`config.mk`:
```
export PLATFORM = sky130hd
export DESIGN_NAME = freq_meter_ctrl
export DESIGN_NICKNAME = d
export VERILOG_FILES = /design/src/rtl/freq_meter_pkg.sv /design/src/rtl/freq_meter_ctrl_edge_sync.sv /design/src/rtl/freq_meter_ctrl.sv
export SDC_FILE = /design/constraint.sdc
export NUM_CORES = 1
export LEC_CHECK = 0
export ABC_AREA = 1
export CAP_MARGIN = 20
export CORE_MARGIN = 2
export CORE_UTILIZATION = 55
export DETAILED_ROUTE_END_ITERATION = 8
export HOLD_SLACK_MARGIN = 0.06
export PLACE_DENSITY = 0.75
export SLEW_MARGIN = 20
export SYNTH_ARGS = -nofsm -noshare
export SYNTH_HDL_FRONTEND = slang
export SYNTH_SLANG_ARGS = --single-unit
```
`constraint.sdc`:
```
create_clock -name clk_i -period 4.8 [get_ports clk_i]
set_clock_uncertainty 0.05 [all_clocks]
set_input_delay 1.44 -clock clk_i [delete_from_list [all_inputs] [get_ports clk_i]]
set_output_delay 1.44 -clock clk_i [all_outputs]
set_load 0.05 [all_outputs]
```
`src/rtl/freq_meter_pkg.sv`:
```
// Shared types and width helpers for the gated-window frequency meter.
package freq_meter_pkg;

  typedef enum logic [1:0] {
    ST_IDLE = 2'd0,
    ST_GATE = 2'd1,
    ST_HOLD = 2'd2
  } fm_state_e;

  // Bits needed to hold 0..v, never less than one.
  function automatic int w_of(input int v);
    return (v < 2) ? 1 : $clog2(v + 1);
  endfunction

  function automatic int freq_width(input int max_freq);
    return $clog2(max_freq + 1);
  endfunction

  // One count beyond the clamp point, so saturation still reads as overflow.
  function automatic int edge_cnt_width(input int max_freq, input int scale);
    return w_of(max_freq / scale + 1);
  endfunction

endpackage

```
`src/rtl/freq_meter_ctrl_edge_sync.sv`:
```
// Two-flop synchronizer plus rising-edge detector: one-cycle pulse per signal rise.
module edge_sync (
  input  logic clk_i,
  input  logic arstn_i,
  input  logic signal_i,
  output logic pulse_o
);

  logic [2:0] sync_q;

  always_ff @(posedge clk_i or negedge arstn_i) begin
    if (!arstn_i) sync_q <= '0;
    else          sync_q <= {sync_q[1:0], signal_i};
  end

  assign pulse_o = sync_q[1] & ~sync_q[2];

endmodule

```
`src/rtl/freq_meter_ctrl.sv`:
```
// Frequency meter: counts synchronized edges over a fixed gate window and
// reports edges*SCALE clamped to MAX_FREQ, with ack/continuous handshake.
module freq_meter_ctrl
  import freq_meter_pkg::*;
#(
  parameter int CLK_FREQ    = 50000000,
  parameter int GATE_CYCLES = 50000000,
  parameter int MAX_FREQ    = 1000000
) (
  input  logic                              clk_i,
  input  logic                              arstn_i,
  input  logic                              signal_i,
  input  logic                              start_i,
  input  logic                              cont_i,
  input  logic                              abort_i,
  input  logic                              ack_i,
  output logic                              busy_o,
  output logic                              valid_o,
  output logic [freq_width(MAX_FREQ)-1:0]   freq_o,
  output logic                              ovf_o
);

  localparam int SCALE      = CLK_FREQ / GATE_CYCLES;
  localparam int FREQ_WIDTH = freq_width(MAX_FREQ);
  localparam int ECW        = edge_cnt_width(MAX_FREQ, (SCALE < 1) ? 1 : SCALE);
  localparam int GCW        = w_of(GATE_CYCLES - 1);

  if ((CLK_FREQ % GATE_CYCLES) != 0 || SCALE < 1) begin : g_bad_params
    $error("freq_meter_ctrl: CLK_FREQ must be a positive multiple of GATE_CYCLES");
  end

  fm_state_e        state_q, state_d;
  logic [GCW-1:0]   gate_cnt_q;
  logic [ECW-1:0]   edge_cnt_q, edge_inc;
  logic             edge_pulse;
  logic             load_win, end_win, clr_valid;
  logic [63:0]      prod;
  logic             clamp;

  edge_sync u_edge_sync (
    .clk_i    (clk_i),
    .arstn_i  (arstn_i),
    .signal_i (signal_i),
    .pulse_o  (edge_pulse)
  );

  always_comb begin
    state_d   = state_q;
    load_win  = 1'b0;
    end_win   = 1'b0;
    clr_valid = 1'b0;
    case (state_q)
      ST_IDLE: begin
        if (!abort_i && start_i) begin
          state_d  = ST_GATE;
          load_win = 1'b1;
        end
      end
      ST_GATE: begin
        if (abort_i) begin
          state_d   = ST_IDLE;
          clr_valid = 1'b1;
        end else if (gate_cnt_q == '0) begin
          state_d = ST_HOLD;
          end_win = 1'b1;
        end
      end
      ST_HOLD: begin
        if (abort_i) begin
          state_d   = ST_IDLE;
          clr_valid = 1'b1;
        end else if (ack_i) begin
          clr_valid = 1'b1;
          if (cont_i) begin
            state_d  = ST_GATE;
            load_win = 1'b1;
          end else begin
            state_d = ST_IDLE;
          end
        end
      end
      default: state_d = ST_IDLE;
    endcase
  end

  // Edge in the final gate cycle is folded in through edge_inc.
  always_comb begin
    edge_inc = edge_cnt_q;
    if (edge_pulse && (edge_cnt_q != '1)) edge_inc = edge_cnt_q + ECW'(1);
  end

  assign prod  = 64'(edge_inc) * 64'(SCALE);
  assign clamp = prod > 64'(MAX_FREQ);

  always_ff @(posedge clk_i or negedge arstn_i) begin
    if (!arstn_i) begin
      state_q    <= ST_IDLE;
      busy_o     <= 1'b0;
      gate_cnt_q <= '0;
      edge_cnt_q <= '0;
      valid_o    <= 1'b0;
      freq_o     <= '0;
      ovf_o      <= 1'b0;
    end else begin
      state_q <= state_d;
      busy_o  <= (state_d != ST_IDLE);
      if (load_win) begin
        gate_cnt_q <= GCW'(GATE_CYCLES - 1);
        edge_cnt_q <= '0;
      end else if (state_q == ST_GATE) begin
        if (gate_cnt_q != '0) gate_cnt_q <= gate_cnt_q - GCW'(1);
        edge_cnt_q <= edge_inc;
      end
      if (end_win) begin
        freq_o  <= clamp ? FREQ_WIDTH'(MAX_FREQ) : prod[FREQ_WIDTH-1:0];
        ovf_o   <= clamp;
        valid_o <= 1'b1;
      end
      if (clr_valid || load_win) valid_o <= 1'b0;
    end
  end

endmodule
```
# Word level (Yosys, flattened, before mapping)
# Index checks and enable logic that the tools add are counted.
# op_classes
n_addsub	2
n_lt_le_gt_ge	1
eq_ne	3
mux	28
n_bitwise	2
reduce_logical	12
# ops
operator	n
$mux W20	4
$mux W26	3
$logic_not A26 Y1	1
$reduce_bool A26 Y1	1
$sub A26 B1 Y26 const B	1
$add A20 B1 Y20 const B	1
$gt A20 B20 Y1 const B	1
$ne A20 B20 Y1 const B	1
$mux W1	13
$mux W2	5
$reduce_bool A2 Y1	4
$pmux W2 S3	1
$pmux W1 S2	2
$eq A2 B1 Y1 const B	1
$eq A2 B2 Y1 const B	1
$logic_and A1 B1 Y1	2
$logic_not A2 Y1	1
$reduce_and A2 Y1	1
$and A1 B1 Y1	1
$logic_not A1 Y1	1
$logic_or A1 B1 Y1	1
$not A1 Y1	1
# totals
ff_bits	74
input_bits	7
output_inout_bits	23
word_cells	56

# Longest topological paths before layout
# depth
ltp_word	6
mapped_depth	18

# Modules after synthesis
# Synthesis repeated with hierarchy kept, for this count alone.
# unflattened
cells_unflattened	618
area_unflattened_um2	4593.2
# by_module_without_submodules
module	instances	cells_per_inst	area_per_inst_um2
freq_meter_ctrl	1	613	4508.1
edge_sync	1	5	85.1

# Least setup slack after synthesis
# No wires, ideal clock.
# synth_timing
path_type	input port to flip-flop
from	input port abort_i
to	register gate_cnt_q[13]
arrival_ps	2875
setup_slack_ps	1747
path_stages	13
path_cell_list	inv_1 > nand4_1 > nand2_1 > buf_2 > inv_2 > a21oi_2 > inv_2 > nor2_1 > inv_2 > nor2_1 > nand2_1 > a21oi_1 > o21ai_0
# synth_via
elab_chain_cells	6
word_cells_on_any_way	9
cone_classes	mux (4); reduce/logical (5)
# synth_lines
item	line	source
start: declaration	freq_meter_ctrl.sv:15	input logic abort_i,
$logic_not A1 Y1	freq_meter_ctrl.sv:54	if (!abort_i && start_i) begin
$logic_and A1 B1 Y1	freq_meter_ctrl.sv:54	
$mux W1	freq_meter_ctrl.sv:54	
$pmux W1 S2 (*)	freq_meter_ctrl.sv:52	case (state_q)
$reduce_bool A2 Y1 (no line)	--	
$reduce_and A2 Y1 (no line)	--	
end signal: assignment	freq_meter_ctrl.sv:108	gate_cnt_q <= GCW'(GATE_CYCLES - 1);
end signal: assignment	freq_meter_ctrl.sv:111	if (gate_cnt_q != '0) gate_cnt_q <= gate_cnt_q - GCW'(1);
end: declaration	freq_meter_ctrl.sv:33	logic [GCW-1:0] gate_cnt_q;
# Mark *: on every way between the ends. The rest lies on a longest branch, timed or not.
# A chain may end at the register's enable or synchronous reset.

# Final worst setup path
# Same ends and word-level chain as after synthesis.

==> out/qor.csv <==
stage,metric,value,unit
hold_path,hold path endpoint,u_edge_sync.sync_q[1],
sta,Fmax,0.258,GHz
sta,Pins Over Slew Limit,0,
final_layout,FF/Latch Area,0.00185,mm2
synthesis,Yosys top cell by area,dfrtp_1,
synthesis,"top cells by area, synth","dfrtp_1, nand2_1, nor2_1",
clock_tree,H-tree depth,3,
synthesis,post-synthesis sequential area ratio,0.411,
global_routing,first-pass GRT wire length,18.4,mm
clock_tree,Worst-path clk slew,80,ps
floorplan,Rows,33,
pwr,PwrDens,431,mW/mm2
floorplan,# IOs,30,
global_routing,initial antenna violation count,0,
detailed_routing,First-pass DRT Iterations,8,
hold_path,Hold Crit Start,u_edge_sync.sync_q[0],
synthesis,ys flop type,dfrtp_1,
synthesis,post-synthesis register bit count,74,
place,dpl cells,740,
sta,final hold slack,303,ps
hold_path,Worst Hold Class,reg -> reg,
floorplan,Core Area,0.00809,mm2
setup_path,Worst R2R End,freq_o[9],
hold_path,hold path depth,0,
synthesis,synth cell count leaders,"nand2_1, dfrtp_1, nor2_1",
pwr,LEAKAGE,2.24,nW
clock_tree,worst skew pair latency,350,ps
global_routing,largest net degree at the start of global routing,75,
synthesis,Ys Warns,0,
setup_path,CP Max Fanout,16,
clock_tree,PostCTS Resize Cnt,0,
detailed_routing,initial DRC count,237,
synthesis,Synth Area per Inst,7.32,um2
final_layout,antenna cells,0,
final_layout,Final Core Density,0.623,
final_layout,final net count,659,
clock_tree,CTS Buf Count,9,
clock_tree,CTS sink count,74,
synthesis,Post-synth EDFFs,0,
setup_path,worst r2r src,edge_cnt_q[0],
global_routing,gr ovfl total,0,
clock_tree,Post-CTS Hold Buffers,0,
sta,Worst-Margin Slew,987,ps
synthesis,Syn Nets,628,
sta,RSZ-0062 raised after global routing,no,
sta,Fin. Hold Viols,0,
sta,Final WS setup,928,ps
synthesis,Syn Inst Count,615,
synthesis,top-count cell post-synth,nand2_1,
clock_tree,CTS tree,yes,
pwr,maximum vdd drop,229,uV
sta,Final Cycle Share,0.807,
setup_path,classification of the worst setup path,in -> reg,
status,status,"complete, no violations",
floorplan,Die Y,94.5,um
place,Routability Congestion,0.920,
place,post-DP HPWL,8.04,mm
sta,setup violators final,0,
floorplan,Total Die Area,0.00893,mm2
setup_path,Worst setup SP type,input pin,
final_layout,Multi-input gate area,0.00230,mm2
detailed_routing,via/cell ratio,5.53,
floorplan,DIE WIDTH,94.5,um
detailed_routing,vias,4183,
detailed_routing,Final ANT Viol Nets,0,
setup_path,critical path required time,4980,ps
setup_path,Crit. End Element,flip-flop,
detailed_routing,WL final,10.8,mm
global_routing,vias in the first global route,3963,
sta,Max-slew headroom,0.340,
place,IO buf count,29,
detailed_routing,Routed wire per std cell,14.3,um
job,number of max-cap violations,0,
sta,Final Critical Period,3870,ps
global_routing,all-layer global routing usage,0.263,
synthesis,Mapped Area,0.00450,mm2
place,worst slack at placement,557,ps
detailed_routing,DRC errors left,0,
final_layout,Final Non-Filler Cells,756,
synthesis,Netlist cell types,37,
final_layout,area grow syn2layout,11.9,%
synthesis,async set-reset flop share out of synthesis,1.00,
final_layout,share of cells above drive strength 1,0.101,
clock_tree,root buf cell,clkbuf_8,
sta,Final TNS setup,0,ps
setup_path,worst r2r path cells,17,
final_layout,# fillers,761,
setup_path,Arrival @ worst endpoint,4050,ps
clock_tree,clock tree buffer depth,2,
floorplan,Starting Density,0.556,
clock_tree,post-CTS setup buffers,0,
synthesis,Yosys top cell area share,0.411,
setup_path,"reg-to-reg slack, setup",1740,ps
-- layout make-up --
| type | instances | area share |
|---|---|---|
| flip-flops and latches | 74 | 0.367 |
| multi-input cells | 458 | 0.455 |
| clock buffers | 11 | 0.0280 |
| well taps | 105 | 0.0261 |
| clock inverters | 5 | 0.00794 |
| inverters | 70 | 0.0521 |
| repair buffers | 33 | 0.0630 |
-- critical path, cell delays in order --
cell	delay [ps]
clkdlybuf4s50_1	470
inv_1	150
nand4_1	90
nand2_1	260
inv_2	200
a21oi_2	500
inv_2	160
nor2_1	230
inv_2	100
nor2_1	160
nand2_1	90
a21oi_1	110
o21ai_0	80
-- kinds of logic after synthesis --
group | count (synthesis) | synth area share
AOI/OAI and AO/OA | 80 | 0.100
xor gates and xnor gates | 13 | 0.0253
adders and majority gates | 6 | 0.0167
buffers and inverters | 83 | 0.0789
DFF | 74 | 0.411
and+or+nand+nor | 359 | 0.368
-- state kept, by name, summed over array words and instances (netlist names) --
register / flops
busy_o: 1
gate_cnt_q: 26
edge_cnt_q: 20
freq_o: 20
ovf_o: 1
state_q: 2
valid_o: 1
u_edge_sync.sync_q: 3
-- where the power goes --
group	leakage (nW)	switching (mW)	internal, mW
registers	0.956	0.159	0.770
clock network	0.0818	0.245	0.204
logic	1.20	0.538	0.258
-- worst max path at each step --
stage / slack (ps) / endpoint / startpoint
after CTS: 940 / gate_cnt_q[13] / abort_i
after detailed placement: 560 / gate_cnt_q[13] / abort_i
after floorplan: 1750 / gate_cnt_q[13] / abort_i
final: 930 / gate_cnt_q[13] / abort_i
after global placement: 680 / gate_cnt_q[13] / abort_i
after global routing: 520 / gate_cnt_q[13] / abort_i
-- metrics by stage --
stage               power [mW]  area (um2)
global placement          1.69        4860
detailed placement        1.72        4860
CTS                       2.17        5040
global route              2.35        5040
finish                    2.17        5040
floorplan                 1.51        4500
-- cell usage in the layout (no fill, tap or decap), types with 10 or more instances in the layout --
cell type	instances
nor3_1	13
nand2_2	10
a21oi_1	14
dfrtp_1	74
nor2_1	68
xor2_1	11
inv_1	65
clkdlybuf4s50_1	28
nand4_1	11
o22ai_1	13
clkbuf_8	10
o21ai_0	45
nand2_1	171
nand3_2	10
nand3_1	49
-- layer usage --
layer,global-route usage,vias to the layer above,part of all wire
met3,0.0519,23,0.045
met1,0.350,1981,0.45
met4,0.0882,0,0.023
met5,0,-,0
li1,-,2065,-
met2,0.434,114,0.48
Note: power is estimated with default switching activity, not from simulation.
